$ cat config.mk
export PLATFORM = sky130hd
export DESIGN_NAME = cpu_bus_arbiter_flat
export DESIGN_NICKNAME = d
export VERILOG_FILES = /design/src/rtl/cpu_bus_arbiter_if.sv /design/src/rtl/cpu_bus_arbiter.sv /design/src/flat_wrapper.sv
export SDC_FILE = /design/constraint.sdc
export NUM_CORES = 1
export LEC_CHECK = 0
export CAP_MARGIN = 5
export CORE_UTILIZATION = 41
export CTS_CLUSTER_DIAMETER = 50
export CTS_CLUSTER_SIZE = 10
export DETAILED_ROUTE_END_ITERATION = 6
export HOLD_SLACK_MARGIN = 0.12
export MAX_ROUTING_LAYER = met4
export PLACE_DENSITY = 0.8
export SYNTH_ARGS = -nofsm -noshare
export SYNTH_HDL_FRONTEND = slang
export SYNTH_SLANG_ARGS = --single-unit
$ cat constraint.sdc
create_clock -name clk -period 6.3 [get_ports clk]
set_input_delay 1.26 -clock clk [delete_from_list [all_inputs] [get_ports clk]]
set_output_delay 1.26 -clock clk [all_outputs]
set_load 0.01 [all_outputs]
$ cat src/rtl/cpu_bus_arbiter_if.sv
// Request/response bundle between the fetch and load/store ports, the
// arbiter and the single SRAM-like memory bus.
interface cpu_bus_arbiter_if #(
  parameter int ADDR_W = 32,
  parameter int DATA_W = 32
);
  logic              inst_req;
  logic [ADDR_W-1:0] inst_addr;
  logic              inst_addr_ok;
  logic              inst_data_ok;
  logic [DATA_W-1:0] inst_rdata;

  logic              data_req;
  logic              data_wr;
  logic [1:0]        data_size;
  logic [3:0]        data_wstrb;
  logic [ADDR_W-1:0] data_addr;
  logic [DATA_W-1:0] data_wdata;
  logic              data_addr_ok;
  logic              data_data_ok;
  logic [DATA_W-1:0] data_rdata;

  logic              bus_req;
  logic              bus_wr;
  logic [1:0]        bus_size;
  logic [3:0]        bus_wstrb;
  logic [ADDR_W-1:0] bus_addr;
  logic [DATA_W-1:0] bus_wdata;
  logic              bus_addr_ok;
  logic              bus_data_ok;
  logic [DATA_W-1:0] bus_rdata;

  // arbiter side
  modport master (
    input  inst_req, inst_addr,
    input  data_req, data_wr, data_size, data_wstrb, data_addr, data_wdata,
    input  bus_addr_ok, bus_data_ok, bus_rdata,
    output inst_addr_ok, inst_data_ok, inst_rdata,
    output data_addr_ok, data_data_ok, data_rdata,
    output bus_req, bus_wr, bus_size, bus_wstrb, bus_addr, bus_wdata
  );

  // requesters and bus slave side
  modport slave (
    output inst_req, inst_addr,
    output data_req, data_wr, data_size, data_wstrb, data_addr, data_wdata,
    output bus_addr_ok, bus_data_ok, bus_rdata,
    input  inst_addr_ok, inst_data_ok, inst_rdata,
    input  data_addr_ok, data_data_ok, data_rdata,
    input  bus_req, bus_wr, bus_size, bus_wstrb, bus_addr, bus_wdata
  );
endinterface

$ cat src/rtl/cpu_bus_arbiter.sv
// Single-outstanding arbiter sharing one memory bus between fetch and load/store.
// Optional ARB_ROUND_ROBIN_EN: ties alternate instead of data always winning.
module cpu_bus_arbiter #(
  parameter int ADDR_W = 32,
  parameter int DATA_W = 32
) (
  input  logic              clk,
  input  logic              rst,
  cpu_bus_arbiter_if.master bus_if,
  output logic              busy
);

  typedef enum logic [1:0] {
    IDLE = 2'd0,
    REQ  = 2'd1,
    WAIT = 2'd2,
    RESP = 2'd3
  } state_t;

  state_t            state_r;
  state_t            state_s;
  logic              owner_r;
  logic              grant_inst_s;
  logic              grant_data_s;
  logic              capture_s;
  logic              wr_r;
  logic [1:0]        size_r;
  logic [3:0]        wstrb_r;
  logic [ADDR_W-1:0] addr_r;
  logic [DATA_W-1:0] wdata_r;
  logic [DATA_W-1:0] inst_rdata_r;
  logic [DATA_W-1:0] data_rdata_r;
`ifdef ARB_ROUND_ROBIN_EN
  logic              last_grant_r;
`endif

  // Grant decision, only possible while idle and out of reset
  always_comb begin
    grant_inst_s = 1'b0;
    grant_data_s = 1'b0;
    if ((state_r == IDLE) && !rst) begin
`ifdef ARB_ROUND_ROBIN_EN
      if (bus_if.inst_req && bus_if.data_req) begin
        grant_inst_s = last_grant_r;
        grant_data_s = ~last_grant_r;
      end else begin
        grant_inst_s = bus_if.inst_req;
        grant_data_s = bus_if.data_req;
      end
`else
      grant_data_s = bus_if.data_req;
      grant_inst_s = bus_if.inst_req & ~bus_if.data_req;
`endif
    end else begin
      grant_inst_s = 1'b0;
      grant_data_s = 1'b0;
    end
  end

  // Next-state and read-data capture strobe
  always_comb begin
    state_s   = state_r;
    capture_s = 1'b0;
    case (state_r)
      IDLE: begin
        if (grant_inst_s || grant_data_s) state_s = REQ;
        else                              state_s = IDLE;
      end
      REQ: begin
        // a slave may accept and answer in the same cycle
        if (bus_if.bus_addr_ok && bus_if.bus_data_ok) begin
          state_s   = RESP;
          capture_s = 1'b1;
        end else if (bus_if.bus_addr_ok) begin
          state_s = WAIT;
        end else begin
          state_s = REQ;
        end
      end
      WAIT: begin
        if (bus_if.bus_data_ok) begin
          state_s   = RESP;
          capture_s = 1'b1;
        end else begin
          state_s = WAIT;
        end
      end
      RESP:    state_s = IDLE;
      default: state_s = IDLE;
    endcase
  end

  // State register
  always_ff @(posedge clk or posedge rst) begin
    if (rst) state_r <= IDLE;
    else     state_r <= state_s;
  end

  // Latch the winner's payload and ownership on grant
  always_ff @(posedge clk or posedge rst) begin
    if (rst) begin
      owner_r      <= 1'b0;
      wr_r         <= 1'b0;
      size_r       <= 2'd0;
      wstrb_r      <= 4'd0;
      addr_r       <= {ADDR_W{1'b0}};
      wdata_r      <= {DATA_W{1'b0}};
`ifdef ARB_ROUND_ROBIN_EN
      last_grant_r <= 1'b0;
`endif
    end else if (grant_data_s) begin
      owner_r      <= 1'b1;
      wr_r         <= bus_if.data_wr;
      size_r       <= bus_if.data_size;
      wstrb_r      <= bus_if.data_wstrb;
      addr_r       <= bus_if.data_addr;
      wdata_r      <= bus_if.data_wdata;
`ifdef ARB_ROUND_ROBIN_EN
      last_grant_r <= 1'b1;
`endif
    end else if (grant_inst_s) begin
      // fetches are always full-word reads
      owner_r      <= 1'b0;
      wr_r         <= 1'b0;
      size_r       <= 2'b10;
      wstrb_r      <= 4'b0000;
      addr_r       <= bus_if.inst_addr;
      wdata_r      <= {DATA_W{1'b0}};
`ifdef ARB_ROUND_ROBIN_EN
      last_grant_r <= 1'b0;
`endif
    end
  end

  // Per-port read data, held until that port's next read completes
  always_ff @(posedge clk or posedge rst) begin
    if (rst) begin
      inst_rdata_r <= {DATA_W{1'b0}};
      data_rdata_r <= {DATA_W{1'b0}};
    end else if (capture_s && !wr_r) begin
      if (owner_r) data_rdata_r <= bus_if.bus_rdata;
      else         inst_rdata_r <= bus_if.bus_rdata;
    end
  end

  assign bus_if.inst_addr_ok = grant_inst_s;
  assign bus_if.data_addr_ok = grant_data_s;
  assign bus_if.inst_data_ok = (state_r == RESP) && !owner_r;
  assign bus_if.data_data_ok = (state_r == RESP) && owner_r;
  assign bus_if.inst_rdata   = inst_rdata_r;
  assign bus_if.data_rdata   = data_rdata_r;
  assign bus_if.bus_req      = (state_r == REQ);
  assign bus_if.bus_wr       = wr_r;
  assign bus_if.bus_size     = size_r;
  assign bus_if.bus_wstrb    = wstrb_r;
  assign bus_if.bus_addr     = addr_r;
  assign bus_if.bus_wdata    = wdata_r;
  assign busy                = (state_r != IDLE);

endmodule

$ cat src/flat_wrapper.sv
// flat-port wrapper written by rule: the top's interface ports become plain ports
module cpu_bus_arbiter_flat 
#(
  parameter int ADDR_W = 32,
  parameter int DATA_W = 32
)
  (clk, rst, busy, bus_if_inst_req, bus_if_inst_addr, bus_if_data_req, bus_if_data_wr, bus_if_data_size, bus_if_data_wstrb, bus_if_data_addr, bus_if_data_wdata, bus_if_bus_addr_ok, bus_if_bus_data_ok, bus_if_bus_rdata, bus_if_inst_addr_ok, bus_if_inst_data_ok, bus_if_inst_rdata, bus_if_data_addr_ok, bus_if_data_data_ok, bus_if_data_rdata, bus_if_bus_req, bus_if_bus_wr, bus_if_bus_size, bus_if_bus_wstrb, bus_if_bus_addr, bus_if_bus_wdata);
  cpu_bus_arbiter_if #(.ADDR_W(ADDR_W), .DATA_W(DATA_W)) bus_if_i ();
  input  logic clk;
  input  logic rst;
  output logic busy;
  input wire logic [$bits(bus_if_i.inst_req)-1:0] bus_if_inst_req;
  input wire logic [$bits(bus_if_i.inst_addr)-1:0] bus_if_inst_addr;
  input wire logic [$bits(bus_if_i.data_req)-1:0] bus_if_data_req;
  input wire logic [$bits(bus_if_i.data_wr)-1:0] bus_if_data_wr;
  input wire logic [$bits(bus_if_i.data_size)-1:0] bus_if_data_size;
  input wire logic [$bits(bus_if_i.data_wstrb)-1:0] bus_if_data_wstrb;
  input wire logic [$bits(bus_if_i.data_addr)-1:0] bus_if_data_addr;
  input wire logic [$bits(bus_if_i.data_wdata)-1:0] bus_if_data_wdata;
  input wire logic [$bits(bus_if_i.bus_addr_ok)-1:0] bus_if_bus_addr_ok;
  input wire logic [$bits(bus_if_i.bus_data_ok)-1:0] bus_if_bus_data_ok;
  input wire logic [$bits(bus_if_i.bus_rdata)-1:0] bus_if_bus_rdata;
  output wire logic [$bits(bus_if_i.inst_addr_ok)-1:0] bus_if_inst_addr_ok;
  output wire logic [$bits(bus_if_i.inst_data_ok)-1:0] bus_if_inst_data_ok;
  output wire logic [$bits(bus_if_i.inst_rdata)-1:0] bus_if_inst_rdata;
  output wire logic [$bits(bus_if_i.data_addr_ok)-1:0] bus_if_data_addr_ok;
  output wire logic [$bits(bus_if_i.data_data_ok)-1:0] bus_if_data_data_ok;
  output wire logic [$bits(bus_if_i.data_rdata)-1:0] bus_if_data_rdata;
  output wire logic [$bits(bus_if_i.bus_req)-1:0] bus_if_bus_req;
  output wire logic [$bits(bus_if_i.bus_wr)-1:0] bus_if_bus_wr;
  output wire logic [$bits(bus_if_i.bus_size)-1:0] bus_if_bus_size;
  output wire logic [$bits(bus_if_i.bus_wstrb)-1:0] bus_if_bus_wstrb;
  output wire logic [$bits(bus_if_i.bus_addr)-1:0] bus_if_bus_addr;
  output wire logic [$bits(bus_if_i.bus_wdata)-1:0] bus_if_bus_wdata;
  assign bus_if_i.inst_req = bus_if_inst_req;
  assign bus_if_i.inst_addr = bus_if_inst_addr;
  assign bus_if_i.data_req = bus_if_data_req;
  assign bus_if_i.data_wr = bus_if_data_wr;
  assign bus_if_i.data_size = bus_if_data_size;
  assign bus_if_i.data_wstrb = bus_if_data_wstrb;
  assign bus_if_i.data_addr = bus_if_data_addr;
  assign bus_if_i.data_wdata = bus_if_data_wdata;
  assign bus_if_i.bus_addr_ok = bus_if_bus_addr_ok;
  assign bus_if_i.bus_data_ok = bus_if_bus_data_ok;
  assign bus_if_i.bus_rdata = bus_if_bus_rdata;
  assign bus_if_inst_addr_ok = bus_if_i.inst_addr_ok;
  assign bus_if_inst_data_ok = bus_if_i.inst_data_ok;
  assign bus_if_inst_rdata = bus_if_i.inst_rdata;
  assign bus_if_data_addr_ok = bus_if_i.data_addr_ok;
  assign bus_if_data_data_ok = bus_if_i.data_data_ok;
  assign bus_if_data_rdata = bus_if_i.data_rdata;
  assign bus_if_bus_req = bus_if_i.bus_req;
  assign bus_if_bus_wr = bus_if_i.bus_wr;
  assign bus_if_bus_size = bus_if_i.bus_size;
  assign bus_if_bus_wstrb = bus_if_i.bus_wstrb;
  assign bus_if_bus_addr = bus_if_i.bus_addr;
  assign bus_if_bus_wdata = bus_if_i.bus_wdata;
  cpu_bus_arbiter #(.ADDR_W(ADDR_W), .DATA_W(DATA_W)) u_core (.clk(clk), .rst(rst), .bus_if(bus_if_i), .busy(busy));
endmodule
# Word-level counts from Yosys, hierarchy flattened
# Cells that the tools add are included.
dict set report classes {
  n_eq_ne 3
  mux 21
  bitwise_logic 3
  reduce_logical 14
}
# cell n
set op_table {}
lappend op_table {{2-to-1 mux 32 bit} 4}
lappend op_table {{2-to-1 mux 1 bit} 9}
lappend op_table {{2-to-1 mux 2 bit} 4}
lappend op_table {{2-to-1 mux 4 bit} 2}
lappend op_table {{case mux 2 bit (4 select lines)} 1}
lappend op_table {{logical AND 1 bit} 5}
lappend op_table {{equality test 2 bit (second input constant)} 2}
lappend op_table {{AND reduction 2 bit} 2}
lappend op_table {{nonzero test 2 bit} 2}
lappend op_table {{zero test 1 bit} 3}
lappend op_table {{equality test 2 x 1 -> 1 bit (second input constant)} 1}
lappend op_table {{zero test 2 bit} 1}
lappend op_table {{inverter 1 bit} 2}
lappend op_table {{case mux 1 bit (2 select lines)} 1}
lappend op_table {{bitwise AND 1 bit} 1}
lappend op_table {{logical OR 1 bit} 1}
dict set report word_totals {
  reg_bits 138
  input_bits 141
}

# Longest topological paths before layout
# Gate-level depths: netlist (run 1).
dict set report depth {
  ltp_word 6
  mapped_depth 8
  mapped_depth_nobuf 5
}

# Worst setup path before layout (run 1)
# No wires, ideal clock.
dict set report synth_timing {
  path_type {input-to-reg}
  startpoint {in rst}
  endpoint {reg u_core.addr_r[0] (netlist: u_core.bus_if.bus_addr[0])}
  arrival_time_ns 5.258
  required_ns 6.174
  slack_ns 0.916
  stages 4
  n_path_buf 1
  cell_sequence {inv_1 > nand2_1 > buf_1 > a221o_1}
}
dict set report synth_between {
  elab_chain_cells 4
  word_cells_on_any_way 6
  classes_between {3 x mux; 3 x reduce/logical}
}
# element line
set synth_rtl {}
lappend synth_rtl {{from (decl)} flat_wrapper.sv:10} ;# input logic rst;
lappend synth_rtl {{zero test 1 bit (*)} cpu_bus_arbiter.sv:41} ;# if ((state_r == IDLE) && !rst) begin
lappend synth_rtl {{logical AND 1 bit (*)} cpu_bus_arbiter.sv:41}
lappend synth_rtl {{2-to-1 mux 1 bit} cpu_bus_arbiter.sv:41}
lappend synth_rtl {{2-to-1 mux 32 bit or nonzero test 2 bit (tied branches)} -}
lappend synth_rtl {{to (signal assigned)} cpu_bus_arbiter.sv:106} ;# addr_r <= {ADDR_W{1'b0}};
lappend synth_rtl {{to (signal assigned)} cpu_bus_arbiter.sv:116} ;# addr_r <= bus_if.data_addr;
lappend synth_rtl {{to (signal assigned)} cpu_bus_arbiter.sv:127} ;# addr_r <= bus_if.inst_addr;
lappend synth_rtl {{to (decl)} cpu_bus_arbiter.sv:29} ;# logic [ADDR_W-1:0] addr_r;
# Mark *: on every way between the ends. The rest lies on a longest branch, timed or not.
# A chain may end at the register's enable or synchronous reset.

# Worst setup path in the final report (run 1)
dict set report layout_timing {
  startpoint {in bus_if_inst_req}
  endpoint {out bus_if_inst_addr_ok}
}
dict set report layout_between {
  elab_chain_cells 2
}
# element line
set layout_rtl {}
lappend layout_rtl {{from (decl)} flat_wrapper.sv:12} ;# input wire logic [$bits(bus_if_i.inst_req)-1:0] bus_if_inst_req;
lappend layout_rtl {{bitwise AND 1 bit} cpu_bus_arbiter.sv:52} ;# grant_inst_s = bus_if.inst_req & ~bus_if.data_req;
lappend layout_rtl {{2-to-1 mux 1 bit} cpu_bus_arbiter.sv:41}
lappend layout_rtl {{to (decl)} flat_wrapper.sv:23} ;# output wire logic [$bits(bus_if_i.inst_addr_ok)-1:0] bus_if_inst_addr_ok;
# No other way between the ends.

==> flow_metrics.env, run 1 <==
export IMPL_critPathKind="primary input to primary output"
export IMPL_fin_crit_sh=0.7323
export IMPL_area_delta_synth_final_pct=58.63
export IMPL_holdWs_ns=0.4893
export IMPL_worst_path_stages=5
export IMPL_worst_ep_required_time_ns=5.04
export IMPL_p_seq_frac=0.354
export IMPL_dieWidth_um=122.3
export IMPL_crit_family="buffers and inverters"
export IMPL_grt_pass1_vias=4848
export IMPL_root_buffer="clkbuf_16"
export IMPL_cp_slowest_stage_delay_ns=0.55
export IMPL_clock_skew_ns=0.008192
export IMPL_cts_hold_buf=0
export IMPL_cp_endpoint="bus_if_inst_addr_ok"
export IMPL_fmax_mhz=216.8
export IMPL_setup_tns_ns=0
export IMPL_grt_usage=0.2334
export IMPL_ff2ff_path_depth=7
export IMPL_cts_buffers=17
export IMPL_timing_critical_path_buf_inv=3
export IMPL_avgSynthCellArea_um2=13.97
export IMPL_drt_iter0_drc=326
export IMPL_ios=282
export IMPL_grt_start_max_net_pins=78
export IMPL_ant_nets=0
export IMPL_synthCells=425
export IMPL_hold_viol=0
export IMPL_num_rows=43
export IMPL_worstReg2RegStart="u_core.state_r[0]"
export IMPL_mostFrequentLayoutCells="clkdlybuf4s50_1 (281), dfrtp_1 (138), a22o_1 (38)"
export IMPL_route_detailed_wl_per_inst_um=19.01
export IMPL_crit_path_end_kind="primary output"
export IMPL_ys_ff_latch=138
export IMPL_switchingPower_uw=1447
export IMPL_syn_num_nets=572
export IMPL_p_per_area_nw_per_um2=486.6
export IMPL_place_congestion=0.8578
export IMPL_finalWirelength_mm=16.90
export IMPL_cts_sinks=138
export IMPL_diodes=0
export IMPL_rsz0062_at_grt="no"
export IMPL_drv_slew=0
export IMPL_clkTransAtPathRegs_ns=0.06
export IMPL_gr_total_overflow=0
export IMPL_crit_fanout=55
export IMPL_start_kind="primary input"
export IMPL_clock_latency_ns=0.41
export IMPL_worst_slack_ns=1.686
export IMPL_crit_start="bus_if_inst_req"
export IMPL_fp_coreArea_um2=13990
export IMPL_p_int_uw=3136
export IMPL_peakVddDrop_v=0.0002239
export IMPL_clkPwrFrac=0.204
export IMPL_viasPerCell=5.344
export IMPL_power_frac_comb=0.442
export IMPL_die_h_um=122.3
export IMPL_period_needed_ns=4.614
export IMPL_grt_pass1_wl_mm=25.56
export IMPL_yosysUniqueCellTypes=29
export IMPL_cp_slowest_cell="clkdlybuf4s50_1"
export IMPL_tightest_slew_ns=1.092
export IMPL_drv_cap=0
export IMPL_setup_viol=0
export IMPL_initial_utilization=0.4244
export IMPL_layout_nets=843
export IMPL_synth_top_cells_by_area="dfrtp_1 (58%), mux2_4 (7.6%), mux2_2 (6.4%)"
export IMPL_crit_path_cell_trace="clkdlybuf4s50_1 -> buf_4 -> nor2b_1 -> and2_1 -> clkdlybuf4s50_1"
export IMPL_rr_endpoint="u_core.bus_if.bus_addr[0]"
export IMPL_cts_tree="done"
export IMPL_vias=4751
export IMPL_crit_top_cell="clkdlybuf4s50_1"
export IMPL_post_cts_resized=0
export IMPL_drc=0
export IMPL_status="finished clean"
export IMPL_critPathArrivalTime_ns=3.35
export IMPL_maxSlewHeadroom=0.2704
export IMPL_antenna_found_initial=0
export IMPL_htree_num_levels=4
export IMPL_drt_pass1_iter_count=5
export IMPL_yosys_warnings=0
export IMPL_leakage_uw=0.004058
export IMPL_synth_top_area_share=0.5817
export IMPL_dpl_worst_slack_ns=1.711
export IMPL_die_area_um2=14970
export IMPL_hold_class="flip-flop to flip-flop"
export IMPL_place_hpwl_mm=12.01
export IMPL_synth_top_area_cell="dfrtp_1"
export IMPL_cts_setup_buffers=0
export IMPL_p_sw_frac=0.3158
export IMPL_cts_max_path_buffers=2
export IMPL_layout_drive_gt1_share=0.1537
export IMPL_worst_r2r_setup_slack_ns=3.72
export IMPL_syn_area_um2=5937
export IMPL_layout_commonest_cell="clkdlybuf4s50_1"
export IMPL_io_buffers=281
export IMPL_ys_seq_area_frac=0.5817
metrics by stage:
stage | cells | instance area, um2 | util | power (uW)
final | 889 | 9418 | 0.6733 | 4583
after CTS | 889 | 9418 | 0.6733 | 4627
after floorplan | 425 | 5937 | - | 2471
after detailed placement | 857 | 8856 | 0.6331 | 3661
after global placement | 857 | 8856 | 0.6331 | 3598
after global routing | 889 | 9418 | 0.6733 | 4824
synth_stat cells, drive strengths merged:
cell type / count
a21o: 1
a21oi: 27
a221o: 26
a22o: 38
a22oi: 7
and2: 3
buf: 16
clkbuf: 21
dfrtp: 138
ha: 6
inv: 6
mux2: 64
mux2i: 1
nand2: 3
nand2b: 26
nand3: 1
nand4b: 26
nor2b: 4
nor4b: 1
o21ai: 2
o22ai: 1
o2bb2ai: 6
or4: 1
worst min-delay path by stage:
stage | cells past startpoint | from | to | slack [ns]
after floorplan | 1 | u_core.owner_r | u_core.owner_r | 0.50
after global placement | 1 | u_core.bus_if.bus_addr[29] | u_core.bus_if.bus_addr[29] | 0.47
after detailed placement | 1 | u_core.bus_if.bus_addr[29] | u_core.bus_if.bus_addr[29] | 0.48
after CTS | 1 | u_core.bus_if.bus_addr[29] | u_core.bus_if.bus_addr[29] | 0.50
after global routing | 1 | u_core.bus_if.bus_addr[27] | u_core.bus_if.bus_addr[27] | 0.51
final | 1 | u_core.bus_if.bus_addr[27] | u_core.bus_if.bus_addr[27] | 0.49
final cells by class:
class	count	area (um2)
Tap cell	180	225.2
Timing Repair Buffer	289	2873
Clock buffer	19	442.9
Fill cell	1022	4571
Inverter	6	27.53
Clock inverter	13	118.9
Sequential cell	138	3453
Multi-Input combinational cell	244	2277
metal layers:
metal	vias up	GRT usage	part of all wire
met5	-	-	0
met4	0	0.07546	0.018
met3	23	0.05855	0.075
met2	247	0.3873	0.51
met1	2329	0.2776	0.40
li1	2152	-	-
sequential cells by signal (all words and copies together), names as in the netlist, named ones only:
| name | cells |
|---|---|
| u_core.bus_if.bus_addr | 32 |
| u_core.bus_if.bus_size | 2 |
| u_core.bus_if.bus_wdata | 32 |
| u_core.bus_if.bus_wr | 1 |
| u_core.bus_if.bus_wstrb | 4 |
| u_core.bus_if.data_rdata | 32 |
| u_core.bus_if.inst_rdata | 32 |
| u_core.owner_r | 1 |
| u_core.state_r | 1 |
cell families (layout without fill, tap and decap cells):
family                     count (synthesis)  in the layout  synth area share
DFF                                      138            138            0.5817
AOI/OAI and AO/OA                        108            108            0.1450
muxes                                     65             65            0.1420
and+or+nand+nor                           65             65           0.08029
buffers and inverters                     43            327           0.03836
adders and majority gates                  6              6           0.01264
power groups by stage:
stage                     Combinational (uW)  Clock [uW]  Sequential (uW)
after detailed placement                2040           0             1620
after CTS                               2050         952             1630
after global routing                    2150         995             1680
after global placement                  1990           0             1600
final                                   2030         934             1620
after floorplan                          693           0             1780
worst register-to-register path, cell delays in order, from the launching register on:
cell and delay, ns:
dfrtp_1 0.43, inv_1 0.13, ha_1 0.16, buf_4 0.30, nor2b_1 0.40, and2_2 0.25, buf_4 0.55, a221o_1 0.29
Power figures use the tool's default switching activity.
==> inputs of run 2 (changes only) <==
clock period = 4.8 ns   (was 6.3 ns; I/O delays follow)
==> run 2 against run 1 <==
Net effect: largest power group unchanged; via count is 0.17% lower; highest routed layer unchanged; critical endpoint is now bus_if_data_addr_ok; register-to-register slack got worse by 1.5 ns; final cell count stayed put; sequential share of layout area down 0.27 points.
==> flow_metrics.env, run 2 (synthesis results as in run 1) <==
export IMPL_crit_fanout=28
export IMPL_totalPowerFinal_uw=6158
export IMPL_setup_tns_ns=0
export IMPL_clkTransAtPathRegs_ns=0.06
export IMPL_cts_tree="done"
export IMPL_fmax_mhz=273.7
export IMPL_antenna_found_initial=0
export IMPL_peakVddDrop_v=0.0003348
export IMPL_grt_usage=0.2340
export IMPL_critPathArrivalTime_ns=2.69
export IMPL_post_cts_resized=0
export IMPL_place_hpwl_mm=11.92
export IMPL_root_buffer="clkbuf_16"
export IMPL_critPathKind="primary input to primary output"
export IMPL_viasPerCell=5.335
export IMPL_hold_class="flip-flop to flip-flop"
export IMPL_design_area_um2=9488
export IMPL_crit_path_end_kind="primary output"
export IMPL_hold_viol=0
export IMPL_diodes=0
export IMPL_cts_buffers=17
export IMPL_vias=4743
export IMPL_htree_num_levels=4
export IMPL_grt_start_max_net_pins=79
export IMPL_die_h_um=122.3
export IMPL_worst_ep_required_time_ns=3.84
export IMPL_fin_crit_sh=0.7611
export IMPL_die_area_um2=14970
export IMPL_cts_sinks=138
export IMPL_grt_pass1_vias=4868
export IMPL_finalWirelength_mm=16.89
export IMPL_num_rows=43
export IMPL_postPlaceCellArea_um2=8855
export IMPL_start_kind="primary input"
export IMPL_layout_drive_gt1_share=0.1537
export IMPL_layout_nets=843
export IMPL_clock_skew_ns=0.01218
export IMPL_status="finished clean"
export IMPL_drt_iter0_drc=344
export IMPL_clock_latency_ns=0.42
export IMPL_cts_setup_buffers=0
export IMPL_area_delta_synth_final_pct=59.81
export IMPL_drt_pass1_iter_count=4
export IMPL_dieWidth_um=122.3
export IMPL_cts_max_path_buffers=2
export IMPL_layout_commonest_cell="clkdlybuf4s50_1"
export IMPL_setup_viol=0
export IMPL_drc=0
export IMPL_drv_cap=0
export IMPL_grt_pass1_wl_mm=25.75
export IMPL_ant_nets=0
export IMPL_n_fill_cell=998
export IMPL_tightest_slew_ns=1.163
export IMPL_final_seq_area_um2=3453
export IMPL_ios=282
export IMPL_leakage_uw=0.004090
export IMPL_ff2ff_path_depth=5
export IMPL_postLayoutCoreUtil=0.6783
export IMPL_gr_total_overflow=0
export IMPL_cts_hold_buf=0
export IMPL_drv_slew=0
export IMPL_multi_input_area_um2=2277
export IMPL_fp_coreArea_um2=13990
export IMPL_p_per_area_nw_per_um2=649.0
export IMPL_initial_utilization=0.4244
export IMPL_io_buffers=281
export IMPL_route_detailed_wl_per_inst_um=19.00
export IMPL_place_congestion=0.8315
export IMPL_fin_cells=889
export IMPL_mostFrequentLayoutCells="clkdlybuf4s50_1 (281), dfrtp_1 (138), a22o_1 (38)"
export IMPL_maxSlewHeadroom=0.2217
export IMPL_min_path_cells=1
export IMPL_dp_cells=857
export IMPL_period_needed_ns=3.653
export IMPL_rsz0062_at_grt="no"
-- run 2: cell count changes in the layout (fill, tap and decap cells not counted) --
cell,change
bufinv_16,+2
clkbuf_8,+4
inv_6,-3
clkinv_2,-2
clkinv_4,-1
-- run 2: metal layers --
metal	part of all wire	vias to the layer above	track usage
met1	0.41	2335	0.2758
met3	0.070	29	0.06041
met2	0.50	236	0.3845
met4	0.023	0	0.08689
met5	0	-	-
li1	-	2143	-
-- run 2: area by class of cell --
class / instances / share of cell area
clock inverter: 9 / 0.01424
inverter: 6 / 0.002769
timing repair buffer: 289 / 0.3028
tap: 180 / 0.02374
clock buffer: 23 / 0.05249
sequential: 138 / 0.3640
multi-input combinational: 244 / 0.2400
-- run 2: report_power, final --
group / switching [uW] / total (uW) / internal [uW]
sequential: 381 / 2120 / 1740
clock: 487 / 1370 / 888
combinational: 1020 / 2660 / 1650
total: 1880 / 6160 / 4270
-- run 2: critical path, cell delays in order --
cell and delay [ns]:
clkdlybuf4s50_1 0.39, buf_4 0.22, nor2b_1 0.33, and2_2 0.24
clkdlybuf4s50_1 0.54
-- run 2: per-stage QoR --
stage          hold WS [ns]  worst slack, ns
6_report             0.4854            1.147
5_1_grt              0.5138            1.039
4_1_cts              0.4895            1.130
3_5_place_dp         0.4747            1.140
3_3_place_gp         0.4762            1.154
2_1_floorplan        0.5020           0.8633
-- run 2: final timing paths --
path,from,to,slack [ns]
min reg2reg,u_core.bus_if.bus_addr[28],u_core.bus_if.bus_addr[28],0.49
min,u_core.bus_if.bus_addr[28],u_core.bus_if.bus_addr[28],0.49
max reg2reg,u_core.state_r[0],u_core.bus_if.bus_addr[31],2.22
min in group asynchronous,rst,u_core.bus_if.bus_addr[14],1.34
max,rst,bus_if_data_addr_ok,1.15
max in group asynchronous,rst,u_core.bus_if.inst_rdata[24],2.02
==> inputs of run 3 (changes only) <==
clock period = 3.8 ns   (was 4.8 ns; I/O delays follow)
==> run 3 against run 2 <==
Net effect: setup slack worse by 0.47 ns; first-iteration DRC count is 26% lower; hold slack better by 0.0083 ns; global-route usage is 0.18 points lower; final cell count is 0.22% higher; highest routed layer unchanged; die area stayed put; critical path depth stayed put; critical path type is now flip-flop to primary output; count of clock-buffer cells in the layout is 1 lower; register-to-register slack worse by 0.78 ns.
==> flow_metrics.env, run 3 (synthesis results as in run 1) <==
export IMPL_grt_start_max_net_pins=139
export IMPL_setup_tns_ns=0
export IMPL_layout_nets=845
export IMPL_grt_usage=0.2322
export IMPL_die_area_um2=14970
export IMPL_drv_slew=0
export IMPL_grt_util_met3=0.05065
export IMPL_ios=282
export IMPL_grt_busiest_layer="met2"
export IMPL_cts_hold_buf=0
export IMPL_crit_path_cell_trace="inv_1 -> ha_1 -> nor2b_1 -> and2_2 -> clkdlybuf4s50_1"
export IMPL_cts_max_path_buffers=2
export IMPL_clkPwrFrac=0.221
export IMPL_rr_endpoint="u_core.bus_if.bus_addr[4]"
export IMPL_initial_utilization=0.4244
export IMPL_design_area_um2=9525
export IMPL_crit_path_end_kind="primary output"
export IMPL_clock_latency_ns=0.41
export IMPL_layout_commonest_cell="clkdlybuf4s50_1"
export IMPL_clkTransAtPathRegs_ns=0.06
export IMPL_rsz0062_at_grt="no"
export IMPL_timing_critical_path_buf_inv=2
export IMPL_grt_pass1_wl_mm=25.56
export IMPL_viasPerCell=5.230
export IMPL_drt_pass1_iter_count=5
export IMPL_status="finished clean"
export IMPL_maxSlewHeadroom=0.4360
export IMPL_min_path_cells=1
export IMPL_cp_slowest_cell="clkdlybuf4s50_1"
export IMPL_die_h_um=122.3
export IMPL_start_kind="flip-flop"
export IMPL_postPlaceCellArea_um2=8895
export IMPL_tightest_slew_ns=0.8429
export IMPL_cts_setup_buffers=0
export IMPL_setup_viol=0
export IMPL_finalWirelength_mm=17.03
export IMPL_ant_nets=0
export IMPL_cts_tree="done"
export IMPL_post_cts_resized=0
export IMPL_critPathKind="flip-flop to primary output"
export IMPL_gr_total_overflow=0
export IMPL_switchingPower_uw=2382
export IMPL_p_sw_frac=0.3057
export IMPL_ff2ff_path_depth=6
export IMPL_worst_r2r_setup_slack_ns=1.44
export IMPL_grtUsageMet1=0.2806
export IMPL_hold_class="flip-flop to flip-flop"
export IMPL_fmax_mhz=319.9
export IMPL_drt_iter0_drc=254
export IMPL_vias=4660
export IMPL_postLayoutCoreUtil=0.6809
export IMPL_num_rows=43
export IMPL_route_detailed_wl_per_inst_um=19.11
export IMPL_dieWidth_um=122.3
export IMPL_crit_fanout=6
export IMPL_place_hpwl_mm=11.91
export IMPL_peakVddDrop_v=0.0003930
export IMPL_drc=0
export IMPL_hold_viol=0
export IMPL_diodes=0
export IMPL_p_per_area_nw_per_um2=817.8
export IMPL_root_buffer="clkbuf_16"
export IMPL_p_seq_frac=0.344
export IMPL_power_frac_comb=0.435
export IMPL_worstReg2RegStart="u_core.state_r[0]"
export IMPL_grt_pass1_vias=4786
export IMPL_cts_buffers=17
export IMPL_cts_sinks=138
export IMPL_cp_slowest_stage_delay_ns=0.53
export IMPL_htree_num_levels=4
export IMPL_period_needed_ns=3.126
export IMPL_layout_drive_gt1_share=0.1575
export IMPL_holdCritStartpoint="u_core.bus_if.bus_addr[27]"
export IMPL_worst_ep_required_time_ns=3.04
export IMPL_place_congestion=0.7978
export IMPL_met2_usage=0.3803
export IMPL_fin_crit_sh=0.8225
export IMPL_crit_family="buffers and inverters"
export IMPL_hold_path_end="u_core.bus_if.bus_addr[27]"
export IMPL_io_buffers=281
export IMPL_leakage_uw=0.004109
export IMPL_area_delta_synth_final_pct=60.44
export IMPL_clock_skew_ns=0.008792
export IMPL_critPathArrivalTime_ns=2.37
export IMPL_mostFrequentLayoutCells="clkdlybuf4s50_1 (281), dfrtp_1 (138), a22o_1 (38)"
export IMPL_fp_coreArea_um2=13990
export IMPL_drv_cap=0
export IMPL_antenna_found_initial=0
export IMPL_p_int_uw=5408
-- run 3: cell types whose count changed in the layout (fill, tap and decap cells not counted) --
cell      previous run  this run
buf_12               0         2
clkinv_2             1         3
clkbuf_1             1         0
clkinv_4             1         0
-- run 3: worst max-delay path by stage --
| stage | startpoint | to | slack, ns | depth (start not counted) |
|---|---|---|---|---|
| 2_1_floorplan | rst | u_core.bus_if.bus_addr[0] | 0.06 | 4 |
| 3_3_place_gp | rst | bus_if_data_addr_ok | 0.72 | 4 |
| 3_5_place_dp | rst | bus_if_data_addr_ok | 0.71 | 4 |
| 4_1_cts | u_core.state_r[0] | bus_if_data_addr_ok | 0.62 | 5 |
| 5_1_grt | u_core.state_r[0] | bus_if_data_addr_ok | 0.51 | 5 |
| 6_report | u_core.state_r[0] | bus_if_data_addr_ok | 0.67 | 5 |
-- run 3: through the flow --
stage / cells / setup slack, ns / total power, uW / hold WS, ns
3_5_place_dp: 859 / 0.7119 / 6089 / 0.4795
4_1_cts: 891 / 0.6247 / 7862 / 0.4930
6_report: 891 / 0.6745 / 7789 / 0.4937
5_1_grt: 891 / 0.5136 / 8194 / 0.5139
3_3_place_gp: 859 / 0.7210 / 5985 / 0.4726
2_1_floorplan: 425 / 0.06330 / 4098 / 0.5020
-- run 3: power by group through the flow --
stage	Sequential [uW]	Combinational [uW]	Clock, uW
2_1_floorplan	2950	1150	0
3_3_place_gp	2650	3340	0
3_5_place_dp	2680	3410	0
4_1_cts	2680	3430	1750
5_1_grt	2770	3600	1820
6_report	2680	3390	1720
-- run 3: layout make-up --
class                      count  area, um2
sequential                   138       3453
timing repair buffer         291       2913
multi-input combinational    244       2277
fill                        1006       4463
clock inverter                10      136.4
tap                          180      225.2
clock buffer                  22      494.2
inverter                       6      26.28
-- run 3: layer usage --
| metal | vias up | wire length (um) | part of all wire |
|---|---|---|---|
| met2 | 216 | 8554 | 0.50 |
| met3 | 25 | 1105 | 0.065 |
| met4 | 0 | 316 | 0.019 |
| li1 | 2138 | - | - |
| met1 | 2281 | 7050 | 0.41 |
| met5 | - | 0 | 0 |
-- run 3: worst register-to-register path: cells and delay by family (launching register included) --
kind,cells,cell delay [ns]
AO/OA/AOI/OAI,1,0.29
adder cells (fa/ha/maj),1,0.23
buffers and inverters,2,0.71
flip-flops,1,0.43
AND/OR/NAND/NOR,2,0.63
